### src/rtl/syn_i2s_adc_rx.sv
// Codec ADC I2S receiver: deserialises BCLK/ADCLRCK/ADCDAT into
// stereo PCM samples delivered over a valid/ready handshake.

package syn_audio_pkg;

    localparam int PCM_DATA_W = 32;

    typedef enum logic {
        BPS_16 = 1'b0,
        BPS_32 = 1'b1
    } bps_t;

    typedef struct packed {
        logic [PCM_DATA_W-1:0] lchnnl;
        logic [PCM_DATA_W-1:0] rchnnl;
    } pcm_data_t;

endpackage

module syn_i2s_adc_rx #(
    parameter int SYNC_STAGES = 2,
    parameter int PCM_DATA_W  = 32
) (
    input  logic                    clk_ir,
    input  logic                    rst_ih,
    input  logic                    adc_en_i,
    input  syn_audio_pkg::bps_t     bps_i,
    input  logic                    aud_bclk_i,
    input  logic                    aud_adclrck_i,
    input  logic                    aud_adcdat_i,
    output syn_audio_pkg::pcm_data_t pcm_data_o,
    output logic                    pcm_valid_o,
    input  logic                    pcm_rdy_i,
    output logic                    overrun_o,
    output logic                    frm_err_o,
    input  logic                    ovr_clr_i
);

    localparam int CW = $clog2(PCM_DATA_W + 1);
    localparam int HW = PCM_DATA_W / 2;

    typedef enum logic [2:0] {
        IDLE,
        LSKIP,
        LSHIFT,
        LWAIT,
        RSKIP,
        RSHIFT,
        RWAIT
    } state_t;

    // Synchroniser chains, one per codec input
    logic [SYNC_STAGES-1:0] bclk_sync_q;
    logic [SYNC_STAGES-1:0] bclk_sync_d;
    logic [SYNC_STAGES-1:0] lrck_sync_q;
    logic [SYNC_STAGES-1:0] lrck_sync_d;
    logic [SYNC_STAGES-1:0] dat_sync_q;
    logic [SYNC_STAGES-1:0] dat_sync_d;

    // Edge detection
    logic bclk_prev_q;
    logic bclk_prev_d;
    logic lrck_last_q;
    logic lrck_last_d;

    // Frame state
    state_t              state_q;
    state_t              state_d;
    logic [CW-1:0]       bit_cnt_q;
    logic [CW-1:0]       bit_cnt_d;
    syn_audio_pkg::bps_t bps_q;
    syn_audio_pkg::bps_t bps_d;
    logic [PCM_DATA_W-1:0] shift_l_q;
    logic [PCM_DATA_W-1:0] shift_l_d;
    logic [PCM_DATA_W-1:0] shift_r_q;
    logic [PCM_DATA_W-1:0] shift_r_d;

    // Output registers
    syn_audio_pkg::pcm_data_t pcm_data_q;
    syn_audio_pkg::pcm_data_t pcm_data_d;
    logic pcm_valid_q;
    logic pcm_valid_d;
    logic overrun_q;
    logic overrun_d;
    logic frm_err_q;
    logic frm_err_d;

    // Combinational helpers
    logic          bclk_s;
    logic          lrck_s;
    logic          dat_s;
    logic          bclk_rise;
    logic          to_left;
    logic          to_right;
    logic          lr_chg;
    logic [CW-1:0] n_bits;
    logic [CW-1:0] bit_cnt_inc;
    logic          smp_done;
    logic          ovr_set;
    syn_audio_pkg::pcm_data_t smp;

    assign bclk_s = bclk_sync_q[SYNC_STAGES-1];
    assign lrck_s = lrck_sync_q[SYNC_STAGES-1];
    assign dat_s  = dat_sync_q[SYNC_STAGES-1];

    assign bclk_rise = bclk_s & ~bclk_prev_q;
    assign to_left   = lrck_last_q & ~lrck_s;
    assign to_right  = ~lrck_last_q & lrck_s;
    assign lr_chg    = to_left | to_right;

    assign n_bits = (bps_q == syn_audio_pkg::BPS_32)
                  ? CW'(PCM_DATA_W)
                  : CW'(HW);

    assign bit_cnt_inc = bit_cnt_q + CW'(1);

    // Shift codec pins into the synchronisers and track BCLK/LRCK history
    always_comb begin
        bclk_sync_d = {bclk_sync_q[SYNC_STAGES-2:0], aud_bclk_i};
        lrck_sync_d = {lrck_sync_q[SYNC_STAGES-2:0], aud_adclrck_i};
        dat_sync_d  = {dat_sync_q[SYNC_STAGES-2:0], aud_adcdat_i};
        bclk_prev_d = bclk_s;
        lrck_last_d = bclk_rise ? lrck_s : lrck_last_q;
    end

    // Sign-extend or pass through the assembled channels
    always_comb begin
        if (bps_q == syn_audio_pkg::BPS_32) begin
            smp.lchnnl = shift_l_q;
            smp.rchnnl = shift_r_d;
        end else begin
            smp.lchnnl = {{(PCM_DATA_W-HW){shift_l_q[HW-1]}},
                          shift_l_q[HW-1:0]};
            smp.rchnnl = {{(PCM_DATA_W-HW){shift_r_d[HW-1]}},
                          shift_r_d[HW-1:0]};
        end
    end

    // Frame FSM: skip the LRCK change edge, shift N bits, wait for next channel
    always_comb begin
        state_d   = state_q;
        bit_cnt_d = bit_cnt_q;
        bps_d     = bps_q;
        shift_l_d = shift_l_q;
        shift_r_d = shift_r_q;
        frm_err_d = 1'b0;
        smp_done  = 1'b0;
        if (!adc_en_i) begin
            state_d   = IDLE;
            bit_cnt_d = '0;
        end else if (bclk_rise) begin
            unique case (state_q)
                IDLE: begin
                    if (to_left) begin
                        state_d   = LSKIP;
                        bps_d     = bps_i;
                        bit_cnt_d = '0;
                    end
                end
                LSKIP, LSHIFT: begin
                    if (lr_chg) begin
                        frm_err_d = 1'b1;
                        bit_cnt_d = '0;
                        state_d   = to_left ? LSKIP : IDLE;
                        if (to_left) begin
                            bps_d = bps_i;
                        end
                    end else begin
                        shift_l_d = {shift_l_q[PCM_DATA_W-2:0], dat_s};
                        bit_cnt_d = bit_cnt_inc;
                        if (bit_cnt_inc == n_bits) begin
                            state_d = LWAIT;
                        end else begin
                            state_d = LSHIFT;
                        end
                    end
                end
                LWAIT: begin
                    if (to_right) begin
                        state_d   = RSKIP;
                        bit_cnt_d = '0;
                    end
                end
                RSKIP, RSHIFT: begin
                    if (lr_chg) begin
                        frm_err_d = 1'b1;
                        bit_cnt_d = '0;
                        state_d   = to_left ? LSKIP : IDLE;
                        if (to_left) begin
                            bps_d = bps_i;
                        end
                    end else begin
                        shift_r_d = {shift_r_q[PCM_DATA_W-2:0], dat_s};
                        bit_cnt_d = bit_cnt_inc;
                        if (bit_cnt_inc == n_bits) begin
                            state_d  = RWAIT;
                            smp_done = 1'b1;
                        end else begin
                            state_d = RSHIFT;
                        end
                    end
                end
                RWAIT: begin
                    if (to_left) begin
                        state_d   = LSKIP;
                        bps_d     = bps_i;
                        bit_cnt_d = '0;
                    end
                end
                default: begin
                    state_d   = IDLE;
                    bit_cnt_d = '0;
                end
            endcase
        end
    end

    // Output handshake: load a finished sample or flag it as dropped
    always_comb begin
        pcm_data_d  = pcm_data_q;
        pcm_valid_d = pcm_valid_q;
        ovr_set     = 1'b0;
        if (pcm_valid_q && pcm_rdy_i) begin
            pcm_valid_d = 1'b0;
        end
        if (smp_done) begin
            if (!pcm_valid_q || pcm_rdy_i) begin
                pcm_data_d  = smp;
                pcm_valid_d = 1'b1;
            end else begin
                ovr_set = 1'b1;
            end
        end
        overrun_d = ovr_set | (overrun_q & ~ovr_clr_i);
    end

    // State registers with synchronous reset
    always_ff @(posedge clk_ir) begin
        if (rst_ih) begin
            bclk_sync_q <= '0;
            lrck_sync_q <= '0;
            dat_sync_q  <= '0;
            bclk_prev_q <= 1'b0;
            lrck_last_q <= 1'b0;
            state_q     <= IDLE;
            bit_cnt_q   <= '0;
            bps_q       <= syn_audio_pkg::BPS_16;
            shift_l_q   <= '0;
            shift_r_q   <= '0;
            pcm_data_q  <= '0;
            pcm_valid_q <= 1'b0;
            overrun_q   <= 1'b0;
            frm_err_q   <= 1'b0;
        end else begin
            bclk_sync_q <= bclk_sync_d;
            lrck_sync_q <= lrck_sync_d;
            dat_sync_q  <= dat_sync_d;
            bclk_prev_q <= bclk_prev_d;
            lrck_last_q <= lrck_last_d;
            state_q     <= state_d;
            bit_cnt_q   <= bit_cnt_d;
            bps_q       <= bps_d;
            shift_l_q   <= shift_l_d;
            shift_r_q   <= shift_r_d;
            pcm_data_q  <= pcm_data_d;
            pcm_valid_q <= pcm_valid_d;
            overrun_q   <= overrun_d;
            frm_err_q   <= frm_err_d;
        end
    end

    assign pcm_data_o  = pcm_data_q;
    assign pcm_valid_o = pcm_valid_q;
    assign overrun_o   = overrun_q;
    assign frm_err_o   = frm_err_q;

endmodule
### config.mk
export PLATFORM = sky130hd
export DESIGN_NAME = syn_i2s_adc_rx
export DESIGN_NICKNAME = d
export VERILOG_FILES = /design/src/rtl/syn_i2s_adc_rx.sv
export SDC_FILE = /design/constraint.sdc
export NUM_CORES = 1
export LEC_CHECK = 0
export ABC_AREA = 1
export CORE_UTILIZATION = 25
export DETAILED_ROUTE_END_ITERATION = 7
export MAX_ROUTING_LAYER = met4
export PLACE_DENSITY_LB_ADDON = 0.05
export SLEW_MARGIN = 20
export SYNTH_ARGS = -nofsm -noshare
export SYNTH_HDL_FRONTEND = slang
export SYNTH_SLANG_ARGS = --single-unit
export TNS_END_PERCENT = 30
### constraint.sdc
create_clock -name clk_ir -period 3.8 [get_ports clk_ir]
set_clock_uncertainty 0.15 [all_clocks]
set_input_delay 0.76 -clock clk_ir [delete_from_list [all_inputs] [get_ports clk_ir]]
set_output_delay 0.76 -clock clk_ir [all_outputs]
set_load 0.02 [all_outputs]
==> results of run 1 <==
==> registers in the layout, indices dropped and copies added (netlist names) <==
signal	flops
lrck_sync_q	2
pcm_data_o	64
shift_l_q	32
bclk_sync_q	2
bclk_prev_q	1
overrun_o	1
pcm_valid_o	1
shift_r_q	32
dat_sync_q	2
lrck_last_q	1
bit_cnt_q	6
frm_err_o	1
state_q	3
bps_q	1
==> power by group through the flow <==
stage	logic [mW]	clock network, mW	registers (mW)
finish	0.0685	1.87	1.57
global route	0.0792	2.01	1.57
CTS	0.0701	1.93	1.57
detailed placement	0.0700	0	1.60
global placement	0.0698	0	1.60
floorplan	0.0456	0	1.60
==> placed cells by master, fill, tap and decap left out, types with 2 or more instances in the layout <==
cell,netlist,layout
ha_1,3,3
buf_12,0,2
xnor2_1,2,2
nor2_4,2,2
nand3_1,8,7
o21ai_1,8,8
inv_2,2,3
nor2_2,1,3
a21oi_1,68,68
clkbuf_16,0,17
o21ai_0,93,93
bufinv_16,0,5
buf_4,0,8
nor3_1,35,35
clkdlybuf4s50_1,0,74
a211oi_1,2,2
dfxtp_1,149,149
nand3_2,1,2
inv_6,0,3
nand2_1,116,116
inv_1,70,70
nand4_1,3,3
clkinv_4,0,4
nor2_1,171,169
==> tightest hold or removal path: cells and delay by family (launching register included) <==
kind                   cells  cell delay (ns)
buffers and inverters      1             0.04
DFF                        1             0.30
and+or+nand+nor            1             0.03
==> metrics by stage <==
stage	cells	utilization [%]
after floorplan	795	-
after global placement	1143	30.1
after detailed placement	1143	30.1
after CTS	1175	32.9
after global routing	1175	32.9
final	1175	32.9
==> path summary, 6_finish.rpt <==
check / endpoint / slack (ns) / startpoint / cells past startpoint
worst max-delay path: pcm_data_o[2] / 1.10 / bps_q / 10
worst min-delay path: bclk_sync_q[1] / 0.25 / bclk_sync_q[0] / 2
worst max register to register: pcm_data_o[2] / 1.10 / bps_q / 10
worst min register to register: bclk_sync_q[1] / 0.25 / bclk_sync_q[0] / 2
==> layout make-up <==
cell class | instances | share of cell area [%]
Timing Repair Buffer | 85 | 11.3
Clock inverter | 14 | 2.98
Clock buffer | 18 | 5.72
Tap cell | 313 | 5.22
Inverter | 73 | 3.65
Sequential cell | 149 | 39.7
Multi-Input combinational cell | 523 | 31.4
==> metal layers <==
layer / track usage [%] / up-vias
met5: - / -
met4: 4.57 / 0
met3: 3.61 / 13
met2: 22.2 / 83
met1: 15.8 / 2290
li1: - / 2642
==> kinds of logic after synthesis <==
logic type,count (synthesis),share of synthesized area (%)
buffers and inverters,123,8.70
xor gates and xnor gates,2,0.300
and+or+nand+nor,343,24.0
DFF,149,51.1
adders and majority gates,3,0.643
AOI/OAI and AO/OA,174,15.1
muxes,1,0.171
==> impl_metrics.json, run 1 <==
{
  "power_density_mw_per_mm2": 468,
  "hold_ws_ns": 0.253,
  "ys_seq_area_share_pct": 51.1,
  "n_fill_cell": 2454,
  "setup_tns_ns": 0,
  "cts_sinks": 149,
  "layout_setup_ws_ns": 1.10,
  "power_frac_comb_pct": 2.0,
  "required_ns": 3.97,
  "detailed_place_hpwl_mm": 9.30,
  "synthArstFlopShare_pct": 0,
  "hold_path_class": "reg -> reg",
  "endpoint_kind": "flop",
  "via_per_inst": 4.28,
  "grt_pass1_wl_mm": 24.7,
  "syn_area_mm2": 0.00584,
  "switchingPower_mw": 0.747,
  "fp.coreArea_mm2": 0.0228,
  "crit_chain": "inv_1, nor2_1, nand2_1, nand2_2, nand4_2, nor2_4, buf_12, nand2_1, nand2_1, nor2_1",
  "synth_area_leaders": "dfxtp_1 51%, nor2_1 11%, o21ai_0 8.0%",
  "cts-buffers-inserted": 17,
  "highest_layer": "met4",
  "drc": 0,
  "cts_root_buf": "clkbuf_16",
  "dr.first_iter.drc_count": 195,
  "path_max_fanout": 82,
  "crit_type": "reg -> reg",
  "vias": 5028,
  "dieArea_mm2": 0.0240,
  "syn-num-nets": 807,
  "dr.pass1.iters": 5,
  "io_pins": 76,
  "start_util_pct": 25.6,
  "antenna_cells": 0,
  "critPathArrivalTime_ns": 2.87,
  "clock.fmax_mhz": 371,
  "ctsLongestPathBuffers": 2,
  "drt_wl_total_mm": 14.6,
  "slew_headroom_pct": 40.7,
  "htree_levels": 4,
  "place.port_buffers": 75,
  "sequentialPowerShare_pct": 44.7,
  "critPathBufInv": 2,
  "ant_nets": 0,
  "dieWidth_um": 155,
  "die_y_um": 155,
  "fin_crit_sh_pct": 71.0,
  "placed_cell_area_mm2": 0.00685,
  "critical_path.top_delay_family": "simple AND/OR/NAND/NOR gates",
  "power_frac_clock_pct": 53.4,
  "total_power_mw": 3.51,
  "synth_edf_count": 0,
  "grt_max_degree": 83,
  "clk_latency_ns": 0.42,
  "postCtsHoldBufs": 0,
  "globalplace.congestion": 0.722,
  "max_stage_delay_ns": 0.87,
  "cts_tree": "done",
  "grt_usage_pct": 13.5,
  "syn2layout_area_growth_pct": 28.5,
  "yosysTopAreaCell": "dfxtp_1",
  "tightest_slew_ns": 0.885,
  "vdd_drop_max_mv": 0.262,
  "p_sw_share_pct": 21.3,
  "layout-drive-gt1-share_pct": 6.38,
  "seq_area_mm2": 0.00298,
  "fin_crit_ns": 2.70,
  "startpoint_type": "flop",
  "finalMaxSlewViolations": 0,
  "final_area_mm2": 0.00750,
  "grt_pass1_vias": 4887,
  "syn_inst": 795,
  "rsz0062_at_grt": "false",
  "num_rows": 55,
  "clk_pin_slew_ns": 0.06,
  "ys.flop_type": "dfxtp_1",
  "leakagePower_nw": 2.89,
  "cap_violations": 0,
  "status": "complete, no violations",
  "place_ws_ns": 0.785,
  "cp_slowest_cell": "dfxtp_1",
  "overflow": 0,
  "ys_types": 32,
  "wl_met1_mm": 7.07,
  "final_nets": 861,
  "report.final.setup_viol": 0,
  "post_drt_wl_per_cell_um": 12.5,
  "cts_setup_buffers": 0,
  "intPower_mw": 2.76,
  "multi_input_area_mm2": 0.00236,
  "syn_avg_cell_area_um2": 7.34,
  "cts_resized": 0,
  "crit_top_cell": "nand2_1",
  "synth_warnings": 0,
  "synth_top_area_share_pct": 51.1,
  "synthMostInstantiatedCell": "nor2_1",
  "antenna_found_initial": 0,
  "synth-seq-cells": 149,
  "hold_viol": 0,
  "wl_met3_um": 537,
  "met2_length_mm": 6.87,
  "synth_commonest_cells": "171 x nor2_1, 149 x dfxtp_1, 116 x nand2_1"
}
(Power assumes the default switching activity.)
==> run 2, diff against run 1 <==
==> constraint.sdc (replaced) <==
create_clock -name clk_ir -period 2.52 [get_ports clk_ir]
set_clock_uncertainty 0.15 [all_clocks]
set_input_delay 0.504 -clock clk_ir [delete_from_list [all_inputs] [get_ports clk_ir]]
set_output_delay 0.504 -clock clk_ir [all_outputs]
set_load 0.02 [all_outputs]
==> impl_metrics.json, run 2 (same netlist as run 1, synthesis figures left out) <==
{
  "status": "complete, no violations",
  "num_rows": 55,
  "r2r_cells": 13,
  "detailed_place_hpwl_mm": 9.50,
  "syn2layout_area_growth_pct": 29.6,
  "ctsLongestPathBuffers": 2,
  "cts-buffers-inserted": 17,
  "hold_viol": 0,
  "report.final.setup_viol": 0,
  "cts_root_buf": "clkbuf_16",
  "grt_pass1_wl_mm": 24.2,
  "dieWidth_um": 155,
  "crit_type": "reg -> reg",
  "grt_usage_pct": 13.1,
  "io_pins": 76,
  "largest_register_ff_count": 64,
  "leakagePower_nw": 2.92,
  "clk_latency_ns": 0.42,
  "dieArea_mm2": 0.0240,
  "fin_crit_sh_pct": 90.7,
  "die_y_um": 155,
  "post-route-util_pct": 33.2,
  "drt_wl_total_mm": 14.3,
  "power_density_mw_per_mm2": 678,
  "clock.fmax_mhz": 437,
  "setup_tns_ns": 0,
  "cts_sinks": 149,
  "cp_slowest_cell": "dfxtp_1",
  "post_drt_wl_per_cell_um": 12.1,
  "globalplace.congestion": 0.745,
  "hold_path_class": "reg -> reg",
  "grt_pass1_vias": 4831,
  "dr.pass1.iters": 6,
  "crit_chain": "ha_1, nand3_1, nand2_1, nand2_1, nor2_1, nand2_1, nand2_2, nand4_2, nor2_4, buf_4, buf_4, nor2_1, nor2_1",
  "final_nets": 871,
  "cts_tree": "done",
  "antenna_found_initial": 0,
  "vdd_drop_max_mv": 0.413,
  "postCtsHoldBufs": 0,
  "tightest_slew_ns": 1.07,
  "dr.first_iter.drc_count": 270,
  "start_util_pct": 25.6,
  "layout_common_cells": "170 x nor2_1, 149 x dfxtp_1, 116 x nand2_1",
  "layout-drive-gt1-share_pct": 7.34,
  "cts_setup_buffers": 0,
  "clk_pin_slew_ns": 0.06,
  "fp.coreArea_mm2": 0.0228,
  "grt_max_degree": 65,
  "slew_headroom_pct": 28.6,
  "dp_cells": 1153,
  "hold_ws_ns": 0.257,
  "vias": 4967,
  "required_ns": 2.72,
  "min_path_cells": 2,
  "final_cells": 1185,
  "max_stage_delay_ns": 0.38,
  "ant_nets": 0,
  "overflow": 0,
  "endpoint_kind": "flop",
  "drc": 0,
  "cts_resized": 0,
  "finalMaxSlewViolations": 0,
  "mostFrequentLayoutCell": "nor2_1",
  "cap_violations": 0,
  "htree_levels": 4,
  "n_fill_cell": 2453,
  "antenna_cells": 0,
  "path_max_fanout": 18,
  "fin_crit_ns": 2.29,
  "via_per_inst": 4.19,
  "startpoint_type": "flop",
  "rsz0062_at_grt": "false",
  "place.port_buffers": 75,
  "critPathArrivalTime_ns": 2.49
}
## run 2: worst paths after layout
path,start,to,slack (ns)
min reg2reg,bclk_sync_q[0],bclk_sync_q[1],0.26
max reg2reg,bit_cnt_q[0],pcm_data_o[55],0.23
max,bit_cnt_q[0],pcm_data_o[55],0.23
min,bclk_sync_q[0],bclk_sync_q[1],0.26
## run 2: layer usage
metal	GRT usage [%]	routed length (um)
met4	4.38	154
met2	20.4	6520
met1	16.5	7200
met3	3.39	470
met5	-	0
## run 2: metrics by stage
stage	setup WS [ns]	cell area, um2	power, mW
finish	0.234	7560	5.12
global route	0.0213	7560	5.33
CTS	0.209	7560	5.22
detailed placement	0.0302	6950	2.53
global placement	0.0448	6950	2.52
floorplan	0.335	5840	2.48
## run 2: area by class of cell
type / instances / area (um2) / area share, %
repair buffers: 95 / 946 / 12.5
multi-input cells: 523 / 2350 / 31.1
clock inverters: 13 / 171 / 2.27
clock buffers: 19 / 443 / 5.86
flip-flops and latches: 149 / 2980 / 39.4
well taps: 313 / 392 / 5.18
inverters: 73 / 274 / 3.62
## run 2: worst max-delay path, delay by kind of cell, from the launching register on
kind | cells | cell delay [ns]
DFF | 1 | 0.38
and+or+nand+nor | 10 | 0.95
adders and majority gates | 1 | 0.28
buffers and inverters | 2 | 0.44
## run 2: power by group
group	switching, mW	internal (mW)
logic	0.0696	0.0359
registers	0.00335	2.36
clock network	1.06	1.60
